<file path="src/rtl/unidade_controle_regras_param_if.sv">
// ---------------------------------------------------------------------------
// unidade_controle_regras_param_if
// Bundle between the rule sequencer and the inference unit.
//   master : sequencer side (drives the rule stream, status and debug state)
//   slave  : inference/host side (drives start request, active-set mask, ready)
// Signals:
//   EN_REGRAS        start request (rising edge starts one evaluation)
//   FOU_ativo        active-set mask, bits [i*N_SETS +: N_SETS] belong to input i
//   rule_ready       inference unit accepts the current rule
//   Sequencia_regras current rule index
//   rule_valid       Sequencia_regras valid
//   rule_active      antecedent of the emitted rule fully active
//   Reset_Inf        1-cycle clear pulse to the inference accumulators
//   busy             evaluation in progress
//   done             1-cycle end-of-evaluation pulse
//   estado           FSM state for debug
// ---------------------------------------------------------------------------
interface unidade_controle_regras_param_if #(
    parameter int N_IN   = 2,
    parameter int N_SETS = 3
);
    localparam int NR = N_SETS ** N_IN;
    localparam int RW = (NR > 1) ? $clog2(NR) : 1;

    logic                     EN_REGRAS;
    logic [N_IN*N_SETS-1:0]   FOU_ativo;
    logic                     rule_ready;
    logic [RW-1:0]            Sequencia_regras;
    logic                     rule_valid;
    logic                     rule_active;
    logic                     Reset_Inf;
    logic                     busy;
    logic                     done;
    logic [2:0]               estado;

    modport master (
        input  EN_REGRAS, FOU_ativo, rule_ready,
        output Sequencia_regras, rule_valid, rule_active, Reset_Inf, busy, done, estado
    );

    modport slave (
        output EN_REGRAS, FOU_ativo, rule_ready,
        input  Sequencia_regras, rule_valid, rule_active, Reset_Inf, busy, done, estado
    );
endinterface

</file>
<file path="src/rtl/unidade_controle_regras_param.sv">
// ---------------------------------------------------------------------------
// unidade_controle_regras_param
// Parametrised rule sequencer for the fuzzy inference processor. On a rising
// edge of EN_REGRAS it pulses Reset_Inf, latches the active-set mask and walks
// every rule index in ascending order, emitting the rules whose antecedent
// sets are all active (or every rule, qualified by rule_active, in full-scan
// mode) over a valid/ready handshake. done pulses once the walk completes.
// Ports:
//   clk  system clock, rising edge
//   rst  asynchronous reset, active-low
//   bus  unidade_controle_regras_param_if.master (rule stream, status, debug)
// ---------------------------------------------------------------------------
module unidade_controle_regras_param #(
    parameter int N_IN      = 2,
    parameter int N_SETS    = 3,
    parameter int FULL_SCAN = 0
) (
    input  logic clk,
    input  logic rst,
    unidade_controle_regras_param_if.master bus
);
    localparam int NR = N_SETS ** N_IN;
    localparam int RW = (NR > 1) ? $clog2(NR) : 1;
    localparam int DW = $clog2(N_SETS);
    localparam int MW = N_IN * N_SETS;

    localparam logic [2:0] IDLE  = 3'd0;
    localparam logic [2:0] CLEAR = 3'd1;
    localparam logic [2:0] SCAN  = 3'd2;
    localparam logic [2:0] EMIT  = 3'd3;
    localparam logic [2:0] DONE  = 3'd4;

    localparam logic [RW-1:0] LAST_IDX = RW'(NR - 1);
    localparam logic [DW-1:0] LAST_DIG = DW'(N_SETS - 1);

    logic [2:0]        state;
    logic              en_q;
    logic [MW-1:0]     mask;
    // Odometer: one digit per input (selected set), plus the linear rule
    // index kept in step so no multiply is needed to form Sequencia_regras.
    logic [DW-1:0]     digit     [N_IN];
    logic [DW-1:0]     digit_inc [N_IN];
    logic [RW-1:0]     idx;
    logic [RW-1:0]     seq;
    logic              act_q;
    logic              start;
    logic              cand_active;
    logic              emittable;
    logic [N_SETS-1:0] slice;

    assign start     = bus.EN_REGRAS & ~en_q;
    assign emittable = (FULL_SCAN != 0) || cand_active;

    // Candidate is active when every input's selected set is in the mask.
    always_comb begin
        cand_active = 1'b1;
        slice       = '0;
        for (int i = 0; i < N_IN; i++) begin
            slice = mask[i*N_SETS +: N_SETS];
            if (!slice[digit[i]]) begin
                cand_active = 1'b0;
            end
        end
    end

    // Next odometer value: digit 0 increments first, carry ripples upward.
    always_comb begin
        logic carry;
        carry = 1'b1;
        for (int i = 0; i < N_IN; i++) begin
            digit_inc[i] = digit[i];
            if (carry) begin
                if (digit[i] == LAST_DIG) begin
                    digit_inc[i] = '0;
                end else begin
                    digit_inc[i] = digit[i] + 1'b1;
                    carry        = 1'b0;
                end
            end
        end
    end

    always_ff @(posedge clk or negedge rst) begin
        if (!rst) begin
            state <= IDLE;
            en_q  <= 1'b0;
            mask  <= '0;
            idx   <= '0;
            seq   <= '0;
            act_q <= 1'b0;
            for (int i = 0; i < N_IN; i++) begin
                digit[i] <= '0;
            end
        end else begin
            en_q <= bus.EN_REGRAS;
            case (state)
                IDLE: begin
                    if (start) begin
                        state <= CLEAR;
                    end
                end
                CLEAR: begin
                    // Mask frozen here for the whole walk.
                    mask  <= bus.FOU_ativo;
                    idx   <= '0;
                    for (int i = 0; i < N_IN; i++) begin
                        digit[i] <= '0;
                    end
                    state <= SCAN;
                end
                SCAN: begin
                    if (emittable) begin
                        seq   <= idx;
                        act_q <= cand_active;
                        state <= EMIT;
                    end else if (idx == LAST_IDX) begin
                        state <= DONE;
                    end else begin
                        idx   <= idx + 1'b1;
                        digit <= digit_inc;
                    end
                end
                EMIT: begin
                    if (bus.rule_ready) begin
                        digit <= digit_inc;
                        if (seq == LAST_IDX) begin
                            idx   <= '0;
                            state <= DONE;
                        end else begin
                            idx   <= idx + 1'b1;
                            state <= SCAN;
                        end
                    end
                end
                DONE: begin
                    state <= IDLE;
                end
                default: begin
                    state <= IDLE;
                end
            endcase
        end
    end

    assign bus.Sequencia_regras = seq;
    assign bus.rule_valid       = (state == EMIT);
    assign bus.rule_active      = act_q;
    assign bus.Reset_Inf        = (state == CLEAR);
    assign bus.busy             = (state != IDLE);
    assign bus.done             = (state == DONE);
    assign bus.estado           = state;
endmodule

</file>
<file path="src/flat_wrapper.sv">
// flat-port wrapper written by rule: the top's interface ports become plain ports
module unidade_controle_regras_param_flat 
#(
    parameter int N_IN      = 2,
    parameter int N_SETS    = 3,
    parameter int FULL_SCAN = 0
)
  (clk, rst, bus_EN_REGRAS, bus_FOU_ativo, bus_rule_ready, bus_Sequencia_regras, bus_rule_valid, bus_rule_active, bus_Reset_Inf, bus_busy, bus_done, bus_estado);
  unidade_controle_regras_param_if #(.N_IN(N_IN), .N_SETS(N_SETS)) bus_i ();
  input  logic clk;
  input  logic rst;
  input wire logic [$bits(bus_i.EN_REGRAS)-1:0] bus_EN_REGRAS;
  input wire logic [$bits(bus_i.FOU_ativo)-1:0] bus_FOU_ativo;
  input wire logic [$bits(bus_i.rule_ready)-1:0] bus_rule_ready;
  output wire logic [$bits(bus_i.Sequencia_regras)-1:0] bus_Sequencia_regras;
  output wire logic [$bits(bus_i.rule_valid)-1:0] bus_rule_valid;
  output wire logic [$bits(bus_i.rule_active)-1:0] bus_rule_active;
  output wire logic [$bits(bus_i.Reset_Inf)-1:0] bus_Reset_Inf;
  output wire logic [$bits(bus_i.busy)-1:0] bus_busy;
  output wire logic [$bits(bus_i.done)-1:0] bus_done;
  output wire logic [$bits(bus_i.estado)-1:0] bus_estado;
  assign bus_i.EN_REGRAS = bus_EN_REGRAS;
  assign bus_i.FOU_ativo = bus_FOU_ativo;
  assign bus_i.rule_ready = bus_rule_ready;
  assign bus_Sequencia_regras = bus_i.Sequencia_regras;
  assign bus_rule_valid = bus_i.rule_valid;
  assign bus_rule_active = bus_i.rule_active;
  assign bus_Reset_Inf = bus_i.Reset_Inf;
  assign bus_busy = bus_i.busy;
  assign bus_done = bus_i.done;
  assign bus_estado = bus_i.estado;
  unidade_controle_regras_param #(.N_IN(N_IN), .N_SETS(N_SETS), .FULL_SCAN(FULL_SCAN)) u_core (.clk(clk), .rst(rst), .bus(bus_i));
endmodule
</file>
<file path="config.mk">
export PLATFORM = sky130hd
export DESIGN_NAME = unidade_controle_regras_param_flat
export DESIGN_NICKNAME = d
export VERILOG_FILES = /design/src/rtl/unidade_controle_regras_param_if.sv /design/src/rtl/unidade_controle_regras_param.sv /design/src/flat_wrapper.sv
export SDC_FILE = /design/constraint.sdc
export NUM_CORES = 1
export LEC_CHECK = 0
export CORE_MARGIN = 5
export CORE_UTILIZATION = 30
export CTS_CLUSTER_DIAMETER = 100
export DETAILED_ROUTE_END_ITERATION = 12
export PLACE_DENSITY_LB_ADDON = 0.15
export SYNTH_ARGS = -nofsm -noshare
export SYNTH_HDL_FRONTEND = slang
export SYNTH_SLANG_ARGS = --single-unit
</file>
<file path="constraint.sdc">
create_clock -name clk -period 4.3 [get_ports clk]
set_input_delay 0.645 -clock clk [delete_from_list [all_inputs] [get_ports clk]]
set_output_delay 0.645 -clock clk [all_outputs]
set_load 0.1 [all_outputs]
</file>
==> summary.md, run 1 <==
| Metric | Value |
|---|---|
| Outcome | complete, no violations |
| DRT antenna net count | 0 |
| Synthesis Warnings | 0 |
| Antenna cells | 0 |
| Final GP Congestion | 0.740 |
| CTS Hold Bufs | 0 |
| Global route total overflow | 0 |
| Dpl ws | 1.58 ns |
| Skew final | 0.00407 ns |
| Actual slew at the worst max-slew pin | 1.04 ns |
| Post-cts resize count | 0 |
| Vias | 899 |
| Met1 GRT Util | 13.1% |
| Worst endpoint required time | 3.65 ns |
| RR Startpoint | u_core.bus.estado[0] |
| Core Region | 3720 µm² |
| CTS H-tree lvls | 1 |
| Critical R2R Capture | u_core.digit[3] |
| CP Class | flop to output pin |
| Reg2reg setup slack | 2.21 ns |
| Post-synthesis net count | 121 |
| EDFF count, synth | 0 |
| Critical path launch point | u_core.bus.estado[2] |
| Routed wire per std cell | 13.1 µm |
| GRT Max-Usage Layer | met2 |
| Die width | 72.5 µm |
| CTS root buf | clkbuf_8 |
| R2R depth | 5 |
| Routed WL | 2.34 mm |
| Die ar. | 5250 µm² |
| Remaining DRCs | 0 |
| Top cells by area, synth | dfrtp_1 (49%), mux2_2 (7.7%), nand2_1 (3.2%) |
| Post-synth cell types | 40 |
| CP Data Arrival Time | 2.34 ns |
| Fin worst setup slack | 1.32 ns |
| Layout cells sized above 1 | 13.1% |
| Cell taking the most area after synthesis | dfrtp_1 |
| Area share of the largest cell type after synthesis | 49.1% |
| Post-synthesis register bit count | 23 |
| Maximum root-to-sink buffer count | 2 |
| Postcts setup bufs | 0 |
| Reg clk slew, reported paths | 0.08 ns |
| Clock Latency Late Sink | 0.26 ns |
| Final Max Tran Viols | 0 |
| Register area share after synthesis | 49.1% |
| TritonCTS Buffers | 3 |
| Met2 GRT Util | 16.1% |
| Die Span Y | 72.5 µm |
| Fin Setup TNS | 0 ns |
| Fin. Hold Viols | 0 |
| First-pass GRT wire length | 4.20 mm |
| P&R area growth vs syn | 24.5% |
| Slew margin rel. | 30.3% |
| Syn Area/Cell | 10.7 µm² |
| Initial antenna violation count | 0 |
| Vias in the first global route | 895 |
| Initial Util | 31.5% |
| Cell Area, Synth | 1170 µm² |
| Post-DR vias/cell | 5.05 |
| Min Hold Slack | 0.470 ns |
| # nets final | 143 |
| FFs w/ async S/R, synth | 100% |
| Period utilisation layout | 69.4% |
| PortBufs | 21 |
| Tmin final | 2.98 ns |
| Syn Inst Count | 109 |
| Crit path launch type | flop |
| Final setup vio count | 0 |
| CP endpoint | bus_rule_valid |
| DRT Pass-1 Iters | 4 |
| Worst hold-check path type | flop to flop |
| CTS tree | done |
| Detail Placement HPWL | 1.76 mm |
| Overall routing resource usage | 10.0% |
| Largest net degree at the start of global routing | 24 |
| Fin util | 39.2% |
| RSZ-0062 raised after global routing | false |
| Initial DRC Count | 73 |
| Rows | 22 |
| CP Max Fanout | 9 |
| GR Util met3 | 3.19% |
| Top FF cell, synth | dfrtp_1 |
| Num Clock Sinks | 23 |
| Worst Setup End Kind | output pin |
| Maxcap violations | 0 |
| Fmax | 335 MHz |
| IO Count | 22 |
-- worst max-delay path: stages, from the launching register on --
cell	delay, ns
dfrtp_1	0.46
nand2b_1	0.32
nor2_1	0.16
clkdlybuf4s50_1	1.15
-- cells by family after synthesis --
family | after synthesis | synth area share [%]
AOI/OAI and AO/OA | 22 | 13.2
adders and majority gates | 2 | 2.14
buffers and inverters | 10 | 4.17
DFF | 23 | 49.1
muxes | 14 | 13.8
and+or+nand+nor | 38 | 17.5
-- Yosys cell counts (2+ instances only) --
| library cell | instances |
|---|---|
| dfrtp_1 | 23 |
| nand2b_1 | 4 |
| o22ai_1 | 2 |
| o21ai_0 | 5 |
| nor2_2 | 2 |
| nor3_1 | 2 |
| inv_1 | 6 |
| clkbuf_1 | 2 |
| nand3_1 | 3 |
| o2bb2ai_1 | 2 |
| and2_1 | 3 |
| mux2_4 | 2 |
| nand2_1 | 10 |
| nor2_1 | 5 |
| mux2_2 | 8 |
| a21oi_1 | 3 |
| ha_1 | 2 |
| mux2i_1 | 3 |
-- worst min path at each step --
stage	to	slack, ns	cells after the start	from
5_1_grt	u_core.bus.rule_active	0.49	1	u_core.bus.rule_active
4_1_cts	u_core.bus.rule_active	0.48	1	u_core.bus.rule_active
3_5_place_dp	u_core.bus.rule_active	0.46	1	u_core.bus.rule_active
2_1_floorplan	u_core.bus.Sequencia_regras[0]	0.35	0	rst
6_report	u_core.bus.rule_active	0.47	1	u_core.bus.rule_active
3_3_place_gp	u_core.bus.rule_active	0.45	1	u_core.bus.rule_active
-- cell usage in the layout (no fill, tap or decap), drive strengths merged, types with 3 or more instances in the layout --
| master | n |
|---|---|
| nor2 | 7 |
| nand2 | 10 |
| nand3 | 3 |
| clkdlybuf4s50 | 20 |
| a21oi | 3 |
| nand2b | 4 |
| dfrtp | 23 |
| and2 | 3 |
| inv | 6 |
| clkbuf | 4 |
| mux2i | 3 |
| mux2 | 11 |
| o21ai | 5 |
-- state kept, by name, summed over array words and instances (netlist names) --
name	count
u_core.bus.rule_active	1
u_core.en_q	1
u_core.bus.Sequencia_regras	4
u_core.bus.estado	3
u_core.idx	4
u_core.digit	4
u_core.mask	6
-- metrics by stage --
step                instance area [µm²]  instances
global route                       1460        178
finish                             1460        178
CTS                                1460        178
floorplan                          1170        109
global placement                   1410        174
detailed placement                 1410        174
-- per-layer routing --
| metal | part of all wire (%) | routed length [µm] |
|---|---|---|
| met2 | 47 | 1090 |
| met4 | 0.73 | 17 |
| met5 | 0 | 0 |
| met1 | 47 | 1100 |
| met3 | 5.7 | 133 |
-- area by class of cell --
type,count,area (µm²)
well taps,48,60.1
flip-flops and latches,23,576
multi-input cells,76,547
clock buffers,4,45.0
fillers,382,2260
repair buffers,21,208
inverters,6,22.5
Power of run 1 is left out: the tool's default activity adds up to more than one toggle a clock period on the data nets, which glitch-free logic cannot reach.
==> run 2, diff against run 1 <==
clock period = 2.81 ns   (was 4.3 ns; I/O delays follow)
==> summary.md, run 2 (same netlist as run 1, synthesis figures left out) <==
| Metric | Value |
|---|---|
| Maximum root-to-sink buffer count | 2 |
| Detail Placement HPWL | 1.78 mm |
| WHS Endpoint | u_core.bus.rule_active |
| Worst endpoint required time | 2.39 ns |
| DR top layer | met4 |
| P&R area growth vs syn | 24.6% |
| CTS Hold Bufs | 0 |
| Reg2reg setup slack | 0.72 ns |
| Maxcap violations | 0 |
| Fmax | 438 MHz |
| Met3 WL | 119 µm |
| Clock Latency Late Sink | 0.26 ns |
| FILL cells | 367 |
| Die width | 72.5 µm |
| Max reg flops | 6 |
| IO Count | 22 |
| Routed wl met2 | 1.03 mm |
| Crit path launch type | flop |
| Fin. Hold Viols | 0 |
| Worst Setup End Kind | output pin |
| Skew final | 0.00678 ns |
| Initial antenna violation count | 0 |
| CP Class | flop to output pin |
| R2R depth | 5 |
| First-pass GRT wire length | 4.11 mm |
| Post-cts resize count | 0 |
| Tmin final | 2.29 ns |
| Worst Hold Launch | u_core.bus.rule_active |
| Critical R2R Capture | u_core.digit[2] |
| DRT Pass-1 Iters | 4 |
| Min-Delay Path Depth | 1 |
| Outcome | complete, no violations |
| Die ar. | 5250 µm² |
| Overall routing resource usage | 10.0% |
| Slew margin rel. | 59.6% |
| Num Clock Sinks | 23 |
| Postcts setup bufs | 0 |
| # nets final | 144 |
| Period utilisation layout | 81.3% |
| Reg clk slew, reported paths | 0.07 ns |
| CTS H-tree lvls | 1 |
| RR Startpoint | u_core.bus.estado[0] |
| Die Span Y | 72.5 µm |
| CP Data Arrival Time | 1.86 ns |
| Post-DR vias/cell | 4.92 |
| Fin worst setup slack | 0.525 ns |
| Core Region | 3720 µm² |
| Min Hold Slack | 0.475 ns |
| Final Max Tran Viols | 0 |
| DRT antenna net count | 0 |
| Vias | 881 |
| M1 wire length | 1.17 mm |
| PortBufs | 21 |
| RSZ-0062 raised after global routing | false |
| CTS root buf | clkbuf_8 |
| Final setup vio count | 0 |
| Initial Util | 31.5% |
| CP Max Fanout | 11 |
| Commonest non-fill, non-tap cell in the layout | dfrtp_1 |
| Commonest cells after routing, fill and taps aside | dfrtp_1 (23), buf_4 (12), nand2_1 (10), clkdlybuf4s50_1 (9), mux2_2 (8) |
| Largest Register | u_core.mask |
| Multi-input combinational cell area | 554 µm² |
| Routed wire per std cell | 13.2 µm |
| Placed inst area | 1410 µm² |
| Global route total overflow | 0 |
| Actual slew at the worst max-slew pin | 0.597 ns |
| Remaining DRCs | 0 |
| Dpl ws | 0.727 ns |
| Final GP Congestion | 0.747 |
| CTS tree | done |
| Antenna cells | 0 |
| Layout cells sized above 1 | 23.7% |
| TritonCTS Buffers | 3 |
| Rows | 22 |
| Initial DRC Count | 24 |
| FF/Latch Area | 576 µm² |
| Post-route design area | 1460 µm² |
| Worst hold-check path type | flop to flop |
| Largest net degree at the start of global routing | 24 |
| Fin Setup TNS | 0 ns |
| Routed WL | 2.37 mm |
| Vias in the first global route | 864 |
-- run 2: cell types whose count changed in the layout (fill, tap and decap cells not counted), sizes merged --
cell / before / now
buf: 1 / 13
clkdlybuf4s50: 20 / 9
clkbuf: 4 / 3
clkinv: 0 / 1
-- run 2: worst max path at each step --
stage | slack (ns) | to | depth (start not counted) | start
after global placement | 0.76 | u_core.digit[3] | 6 | u_core.idx[0]
after detailed placement | 0.73 | u_core.digit[2] | 5 | u_core.bus.estado[0]
after floorplan | 0.03 | u_core.mask[0] | 5 | u_core.bus.estado[0]
after global routing | 0.40 | bus_Reset_Inf | 4 | u_core.bus.estado[0]
final | 0.52 | bus_Reset_Inf | 4 | u_core.bus.estado[0]
after CTS | 0.50 | bus_Reset_Inf | 4 | u_core.bus.estado[0]
-- run 2: layout make-up --
| type | instances | area share [%] |
|---|---|---|
| sequential | 23 | 39.5 |
| multi-input combinational | 76 | 38.0 |
| timing repair buffer | 22 | 13.7 |
| tap | 48 | 4.12 |
| clock buffer | 3 | 2.83 |
| inverter | 6 | 1.54 |
| clock inverter | 1 | 0.343 |
-- run 2: critical path, cell delays in order (launching register included) --
cell and delay [ns]:
dfrtp_1 0.55, nor2_1 0.09, a311o_1 0.47, nor2_4 0.28, buf_12 0.22
-- run 2: metrics by stage --
stage                     utilization, %  instances
final                               39.3        179
after global routing                39.3        179
after CTS                           39.3        179
after detailed placement            38.0        175
after global placement              38.0        175
after floorplan                        -        109
-- run 2: routing by layer --
layer  vias up  GRT usage (%)
li1        436              -
met1       422           13.4
met2        18           15.6
met3         5           1.80
met4         0           4.92
met5         -              0
Power of run 2 is left out for the same reason.
